<file path="config.mk">
export PLATFORM = sky130hd
export DESIGN_NAME = mux_n_1_rr
export DESIGN_NICKNAME = d
export VERILOG_FILES = /design/src/rtl/mux_n_1_rr.sv
export SDC_FILE = /design/constraint.sdc
export NUM_CORES = 1
export LEC_CHECK = 0
export ABC_AREA = 1
export BUFFER_PORTS_ARGS = -buffer_cell sky130_fd_sc_hd__buf_2
export CAP_MARGIN = 10
export CORE_UTILIZATION = 25
export CTS_CLUSTER_DIAMETER = 60
export DETAILED_ROUTE_END_ITERATION = 16
export PLACE_DENSITY = 0.48
export SLEW_MARGIN = 20
export SYNTH_ARGS = -nofsm -noshare
export SYNTH_HDL_FRONTEND = slang
export SYNTH_SLANG_ARGS = --single-unit
</file>
<file path="constraint.sdc">
create_clock -name clk -period 6.2 [get_ports clk]
set_clock_uncertainty 0.15 [all_clocks]
set_input_delay 0.62 -clock clk [delete_from_list [all_inputs] [get_ports clk]]
set_output_delay 0.62 -clock clk [all_outputs]
set_load 0.01 [all_outputs]
</file>
<file path="src/rtl/mux_n_1_rr.sv">
// N-to-1 valid/ready multiplexer with a registered output stage.
// Channel chosen directly by sel or by round-robin among valid inputs.
module mux_n_1_rr #(
  parameter  int WIDTH = 8,
  parameter  int N     = 4,
  localparam int SW    = (N > 1) ? $clog2(N) : 1
) (
  input  logic               clk,
  input  logic               rst_n,
  input  logic [N*WIDTH-1:0] in_data,
  input  logic [N-1:0]       in_valid,
  output logic [N-1:0]       in_ready,
  input  logic [SW-1:0]      sel,
  input  logic               mode,
  output logic [WIDTH-1:0]   out_data,
  output logic               out_valid,
  input  logic               out_ready,
  output logic [SW-1:0]      out_ch
);

  localparam int NSEL = 2 ** SW;
  localparam logic [SW-1:0] LP_LAST = SW'(N - 1);

  logic [NSEL-1:0]  w_valid_ext;
  logic             w_sel_ok;
  logic             w_load_en;
  logic             w_grant_vld;
  logic [SW-1:0]    w_grant_idx;
  logic             w_xfer;

  logic             r_out_valid;
  logic [WIDTH-1:0] r_out_data;
  logic [SW-1:0]    r_out_ch;
  logic [SW-1:0]    r_rr_ptr;

  // Padding to a power of two lets sel index safely; unused channels read as idle.
  always_comb begin
    w_valid_ext         = '0;
    w_valid_ext[N-1:0]  = in_valid;
  end

  assign w_sel_ok  = (32'(sel) < 32'(N));
  assign w_load_en = !r_out_valid || out_ready;

  // Round-robin search starts just after the last granted channel.
  always_comb begin : grant_sel
    int idx;
    w_grant_vld = 1'b0;
    w_grant_idx = '0;
    idx         = 0;
    if (!mode) begin
      if (w_sel_ok && w_valid_ext[sel]) begin
        w_grant_vld = 1'b1;
        w_grant_idx = sel;
      end
    end else begin
      for (int k = 1; k <= N; k++) begin
        idx = (int'(r_rr_ptr) + k) % N;
        if (!w_grant_vld && w_valid_ext[idx[SW-1:0]]) begin
          w_grant_vld = 1'b1;
          w_grant_idx = idx[SW-1:0];
        end
      end
    end
  end

  assign w_xfer = w_load_en && w_grant_vld;

  always_comb begin
    in_ready = '0;
    if (rst_n && w_xfer) begin
      in_ready[w_grant_idx] = 1'b1;
    end
  end

  always_ff @(posedge clk or negedge rst_n) begin
    if (!rst_n) begin
      r_out_valid <= 1'b0;
      r_out_data  <= '0;
      r_out_ch    <= '0;
      r_rr_ptr    <= LP_LAST;
    end else if (w_xfer) begin
      r_out_valid <= 1'b1;
      r_out_data  <= in_data[w_grant_idx*WIDTH +: WIDTH];
      r_out_ch    <= w_grant_idx;
      r_rr_ptr    <= w_grant_idx;
    end else if (out_ready) begin
      r_out_valid <= 1'b0;
    end
  end

  assign out_valid = r_out_valid;
  assign out_data  = r_out_data;
  assign out_ch    = r_out_ch;

endmodule
</file>
==> results.cfg, run 1 <==
[synthesis]
synthTopCellsByCount = nand2_1 (120), nand3_1 (21), dfrtp_1 (11), inv_1 (11), nor2_1 (8)
yosysWarningCount = 0
synthFlopType = dfrtp_1
synth_nets = 250
postSynthCellCount = 208
avgSynthCellArea_um2 = 5.77
synth_seq_cells = 13
synth_edf_count = 0
yosys-top-cells-area = nand2_1 (38%), dfrtp_1 (23%), nand3_1 (8.8%)
async_reset_ff_frac = 1.00
seq_area_frac_synth = 0.273
syn_area_mm2 = 0.00120
synth_cell_types = 23
synth.largest_area_cell = nand2_1
yosys.area.top_type_share = 0.375
post-synth-top-count-cell = nand2_1

[drt]
routedWlPerCell_um = 10.9
vias = 1369
viasPerCell = 4.39
drt_iter0_drc = 25
wl_um = 3410
drc_errors = 1
dr.pass1.iters = 10
drtAntennaViolNets = 0

[global_routing]
antenna_found_initial = 0
grt_pass1_vias = 1327
overflow = 0
grt_pass1_wl_um = 5990
grt_start_max_net_pins = 21
grtUsageTotal = 0.147

[pwr]
power_switching_share = 0.523
p_clk_frac = 0.106
comb_power_share = 0.671
p_per_area_mw_per_mm2 = 448
netSwitchingPower_w = 0.000359
vdd_drop_max_v = 0.000152
intPower_w = 0.000326
power.leakage_nw = 0.943
power_frac_seq = 0.223

[place]
post-place-ws_ps = 2730
gp_congestion = 0.784
dpl.hpwl_um = 2690
dp_cells = 308
io_buffers = 56

[clock_tree]
numCtsBuffers = 3
cts_resized = 0
path_clk_slew_ps = 50
cts_setup_buffers = 0
cts_hold_buf = 0
clockRootBuffer = clkbuf_8
cts_buffer_depth = 2
cts_tree = yes
clk_latency_ps = 230
cts.sinks = 13
htree_levels = 1

[layout]
fin_util = 0.342
finalNonFillerCells = 312
nets = 303
post_route_cells_drive_above_1_share = 0.281
syn2layout_area_growth_pct = 27.4
diodes = 0
nFillCells = 521

[timing]
timing.final.ws_setup_ps = 2690
worst_pin_slew_ps = 915
fmax_mhz = 285
hold_viol_final = 0
slew_viol_final = 0
rsz0062_at_grt = no
setup_viol = 0
period_needed_ps = 3510
timing.slew.headroom = 0.390
timing.hold.ws_ps = 120
fin_tns_setup_ps = 0
min_period_over_period = 0.567

[floorplanning]
dieHeight_um = 71.3
io_pins = 57
rows = 24
core-area_mm2 = 0.00447
initial_utilization = 0.268
fp.dieArea_mm2 = 0.00508
fp.dieW_um = 71.3

[setup_path]
crit_buf_inv = 3
slowest_stage = dfstp_2
crit_type = register to primary output
max_stage_delay_ps = 620
cp-start-kind = register
cp_max_fo = 13
cp.required_ps = 5430
critPathArrivalTime_ps = 2740
endpoint_kind = primary output
path_delay_family = simple AND/OR/NAND/NOR gates
crit_chain = inv_4 > nand2_1 > nand3_1 > nand2_1 > nor2_4 > nand2_1 > o21ai_1 > o21ai_0 > nand2_1 > inv_1 > nand2_1 > nor3_1 > buf_2
cpMostUsedCell = nand2_1

[status]
violations = design-rule violations
status = finished with violations

[worst_hold_path]
hold_path.class = input port to async pin

[run]
drv_cap = 0
## final cells by class
type                       instances  area (um2)  area share
inverter                          13        51.3      0.0336
multi-input combinational        174         759       0.497
timing repair buffer              56         280       0.183
sequential                        13         328       0.214
tap                               52        65.1      0.0426
clock buffer                       4        45.0      0.0295
## power by group through the flow
stage	registers, W	logic (W)	clock network, W
after floorplan	0.000162	0.000358	0
after global placement	0.000156	0.000465	0
after detailed placement	0.000154	0.000465	0
after CTS	0.000153	0.000468	0.0000750
after global routing	0.000159	0.000541	0.0000798
final	0.000153	0.000460	0.0000726
## metrics by stage
step / area, um2 / total power [W]
3_5_place_dp: 1480 / 0.000619
2_1_floorplan: 1200 / 0.000520
5_1_grt: 1530 / 0.000780
6_report: 1530 / 0.000685
4_1_cts: 1530 / 0.000696
3_3_place_gp: 1480 / 0.000621
## layout by cell type, fill, tap and decap left out
| cell | synthesis | layout |
|---|---|---|
| o22ai_1 | 1 | 1 |
| clkbuf_8 | 0 | 3 |
| nand3_2 | 1 | 1 |
| o21ai_0 | 2 | 2 |
| nand3_4 | 1 | 1 |
| inv_1 | 11 | 11 |
| o31ai_1 | 1 | 1 |
| inv_2 | 1 | 1 |
| buf_2 | 4 | 56 |
| clkbuf_1 | 0 | 1 |
| nand2_2 | 5 | 5 |
| a21oi_1 | 1 | 1 |
| o21ai_1 | 5 | 5 |
| inv_4 | 1 | 1 |
| nand2_4 | 1 | 1 |
| nand3_1 | 21 | 21 |
| nor2_1 | 8 | 8 |
| nor3_1 | 4 | 4 |
| nand2_1 | 120 | 120 |
| dfrtp_1 | 11 | 11 |
| o21a_1 | 1 | 1 |
| dfstp_2 | 2 | 2 |
| nor2_4 | 2 | 2 |
## logic make-up (layout without fill, tap and decap cells)
group / Yosys count / count (layout) / synth area share
compound gates: 11 / 11 / 0.0511
simple gates: 163 / 163 / 0.582
buf+inv: 21 / 73 / 0.0938
flops: 13 / 13 / 0.273
## final timing paths
check	startpoint	to	slack, ps	cells after the start
max	r_rr_ptr[0]$_DFFE_PN1P_	in_ready[0]	2690	13
min	rst_n	out_ch[1]$_DFFE_PN0P_	120	1
max reg2reg	r_rr_ptr[0]$_DFFE_PN1P_	out_data[7]$_DFFE_PN0P_	3610	14
min reg2reg	out_data[2]$_DFFE_PN0P_	out_data[2]$_DFFE_PN0P_	320	2
max in group asynchronous	rst_n	r_rr_ptr[1]$_DFFE_PN1P_	5500	1
min in group clk	out_data[2]$_DFFE_PN0P_	out_data[2]$_DFFE_PN0P_	320	2
## routing by layer
| metal | wire (um) | track usage | up-vias |
|---|---|---|---|
| li1 | - | - | 751 |
| met4 | 0 | 0.00667 | 0 |
| met3 | 205 | 0.0366 | 0 |
| met2 | 1540 | 0.246 | 48 |
| met5 | 0 | 0 | - |
| met1 | 1660 | 0.202 | 570 |
## state kept, by name, indices dropped and copies added, names as in the netlist
name       count
out_valid      1
out_ch         2
r_rr_ptr       2
out_data       8
No activity file was read; power rests on OpenSTA's default activity.
==> run 2, diff against run 1 <==
==> constraint.sdc (replaced) <==
create_clock -name clk -period 3.5 [get_ports clk]
set_clock_uncertainty 0.15 [all_clocks]
set_input_delay 0.35 -clock clk [delete_from_list [all_inputs] [get_ports clk]]
set_output_delay 0.35 -clock clk [all_outputs]
set_load 0.01 [all_outputs]
==> run 2 against run 1 <==
Effect of this change: the flow still finishes with violations (design-rule violations); clock-buffer cell count unchanged; highest routed layer unchanged; sequential cell count unchanged; core utilization up 0.53 points; global-route usage down 0.61 points; final area up 1.6%; power up 77%; final cell count up 0.64%; clock power up 78%; hold slack better by 140 ps; die area unchanged; critical path type unchanged; setup slack worse by 2200 ps.
==> results.cfg, run 2 (synthesis results as in run 1) <==
[status]
status = finished with violations
violations = design-rule violations

[setup_path]
critPathArrivalTime_ps = 2560
crit_chain = inv_4 > nand2_1 > nand2_1 > nand2_2 > nand2_2 > nor2_4 > nand2_1 > o21ai_1 > o21ai_0 > nand2_2 > clkinvlp_4 > nand2_1 > nor3_1 > buf_2
crit_buf_inv = 3
path_delay_family = simple AND/OR/NAND/NOR gates
cp_max_fo = 13
crit_type = register to primary output
cp.required_ps = 3000
slowest_stage = dfstp_2
endpoint_kind = primary output
cp-start-kind = register
cpMostUsedCell = nand2_1
max_stage_delay_ps = 610

[drt]
vias = 1392
drtAntennaViolNets = 0
viasPerCell = 4.43
routedWlPerCell_um = 10.6
wl_um = 3340
drc_errors = 1
drt_iter0_drc = 67
dr.pass1.iters = 10

[timing]
rsz0062_at_grt = no
hold_viol_final = 0
timing.slew.headroom = 0.389
min_period_over_period = 0.875
setup_viol = 0
slew_viol_final = 0
fin_tns_setup_ps = 0
period_needed_ps = 3060
worst_pin_slew_ps = 916
fmax_mhz = 326
timing.hold.ws_ps = 261

[clock_tree]
cts_setup_buffers = 0
cts.sinks = 13
clk_latency_ps = 240
cts_tree = yes
path_clk_slew_ps = 50
clockRootBuffer = clkbuf_8
numCtsBuffers = 3
htree_levels = 1
cts_buffer_depth = 2

[worst_hold_path]
hold_path.class = input port to register

[floorplanning]
fp.dieW_um = 71.3
dieHeight_um = 71.3
fp.dieArea_mm2 = 0.00508
initial_utilization = 0.268
io_pins = 57
core-area_mm2 = 0.00447
rows = 24

[layout]
nFillCells = 507
finalNonFillerCells = 314
post_route_cells_drive_above_1_share = 0.290
layout_commonest_cell = nand2_1
nets = 305
diodes = 0
largest_register_ffs = 8
final_cell_mix = nand2_1 (119), buf_2 (56), nand3_1 (21), dfrtp_1 (11), inv_1 (10)
syn2layout_area_growth_pct = 29.4

[global_routing]
overflow = 0
grt_pass1_vias = 1276
grt_start_max_net_pins = 21
grt_pass1_wl_um = 5730
grtUsageTotal = 0.141
antenna_found_initial = 0

[place]
io_buffers = 56
dp_cells = 309
gp_congestion = 0.795
dpl.hpwl_um = 2640

[pwr]
power.leakage_nw = 0.946
p_per_area_mw_per_mm2 = 781
vdd_drop_max_v = 0.000302

[run]
drv_cap = 0
## run 2: cell types whose count changed in the layout (fill, tap and decap cells not counted), sizes merged
| cell | previous run | this run |
|---|---|---|
| dlygate4sd3 | 0 | 1 |
| buf | 56 | 57 |
| inv | 13 | 12 |
| clkinvlp | 0 | 1 |
## run 2: layer usage
layer | global-route usage | part of all wire | vias up
met5 | 0 | 0 | -
met4 | 0.0133 | 0 | 0
met3 | 0.0366 | 0.056 | 0
met2 | 0.231 | 0.46 | 45
met1 | 0.193 | 0.48 | 588
li1 | - | - | 759
## run 2: worst reg2reg max path, cell delays in order (launching register included)
cell     delay, ps
dfstp_2        610
inv_4           80
nand2_1         60
nand2_1         70
nand2_2         90
nand2_2         80
nor2_4         110
nand3_2         90
inv_1           60
nor2_1          50
o22ai_1        690
nand2_1        130
nand2_1        110
nand2_1         60
nand2_1         60
## run 2: layout make-up
| cell class | instances | area, um2 | area share |
|---|---|---|---|
| clock buffers | 4 | 45.0 | 0.0290 |
| multi-input cells | 174 | 762 | 0.491 |
| well taps | 52 | 65.1 | 0.0419 |
| repair buffers | 58 | 298 | 0.192 |
| inverters | 13 | 55.1 | 0.0355 |
| flip-flops and latches | 13 | 328 | 0.211 |
## run 2: where the power goes
part | switching (W) | internal (W)
sequential | 0.0000463 | 0.000225
clock | 0.0000491 | 0.0000801
combinational | 0.000535 | 0.000277
## run 2: path summary, 6_finish.rpt
path / to / cells after the start / from / slack, ps
max in group asynchronous: r_rr_ptr[0]$_DFFE_PN1P_ / 2 / rst_n / 2530
min: out_valid$_DFFE_PN0P_ / 4 / out_ready / 260
min reg2reg: out_data[3]$_DFFE_PN0P_ / 2 / out_data[3]$_DFFE_PN0P_ / 330
max reg2reg: out_data[7]$_DFFE_PN0P_ / 14 / r_rr_ptr[0]$_DFFE_PN1P_ / 940
min in group asynchronous: out_data[2]$_DFFE_PN0P_ / 2 / rst_n / 380
max: in_ready[0] / 14 / r_rr_ptr[0]$_DFFE_PN1P_ / 440
## run 2: what timing repair did
item	in CTS	in global routing
hold endpoints to repair	11	0
hold buffers	1	0
resized for setup	0	2
endpoints found under the setup margin	0	1
## run 2: metrics by stage
step           power [W]  cell area, um2   util  setup slack, ps
4_1_cts          0.00123            1550  0.346              301
3_5_place_dp     0.00109            1490  0.333              576
3_3_place_gp     0.00111            1490  0.333              584
6_report         0.00121            1550  0.347              437
2_1_floorplan   0.000922            1200      -             1160
5_1_grt          0.00136            1550  0.347              109
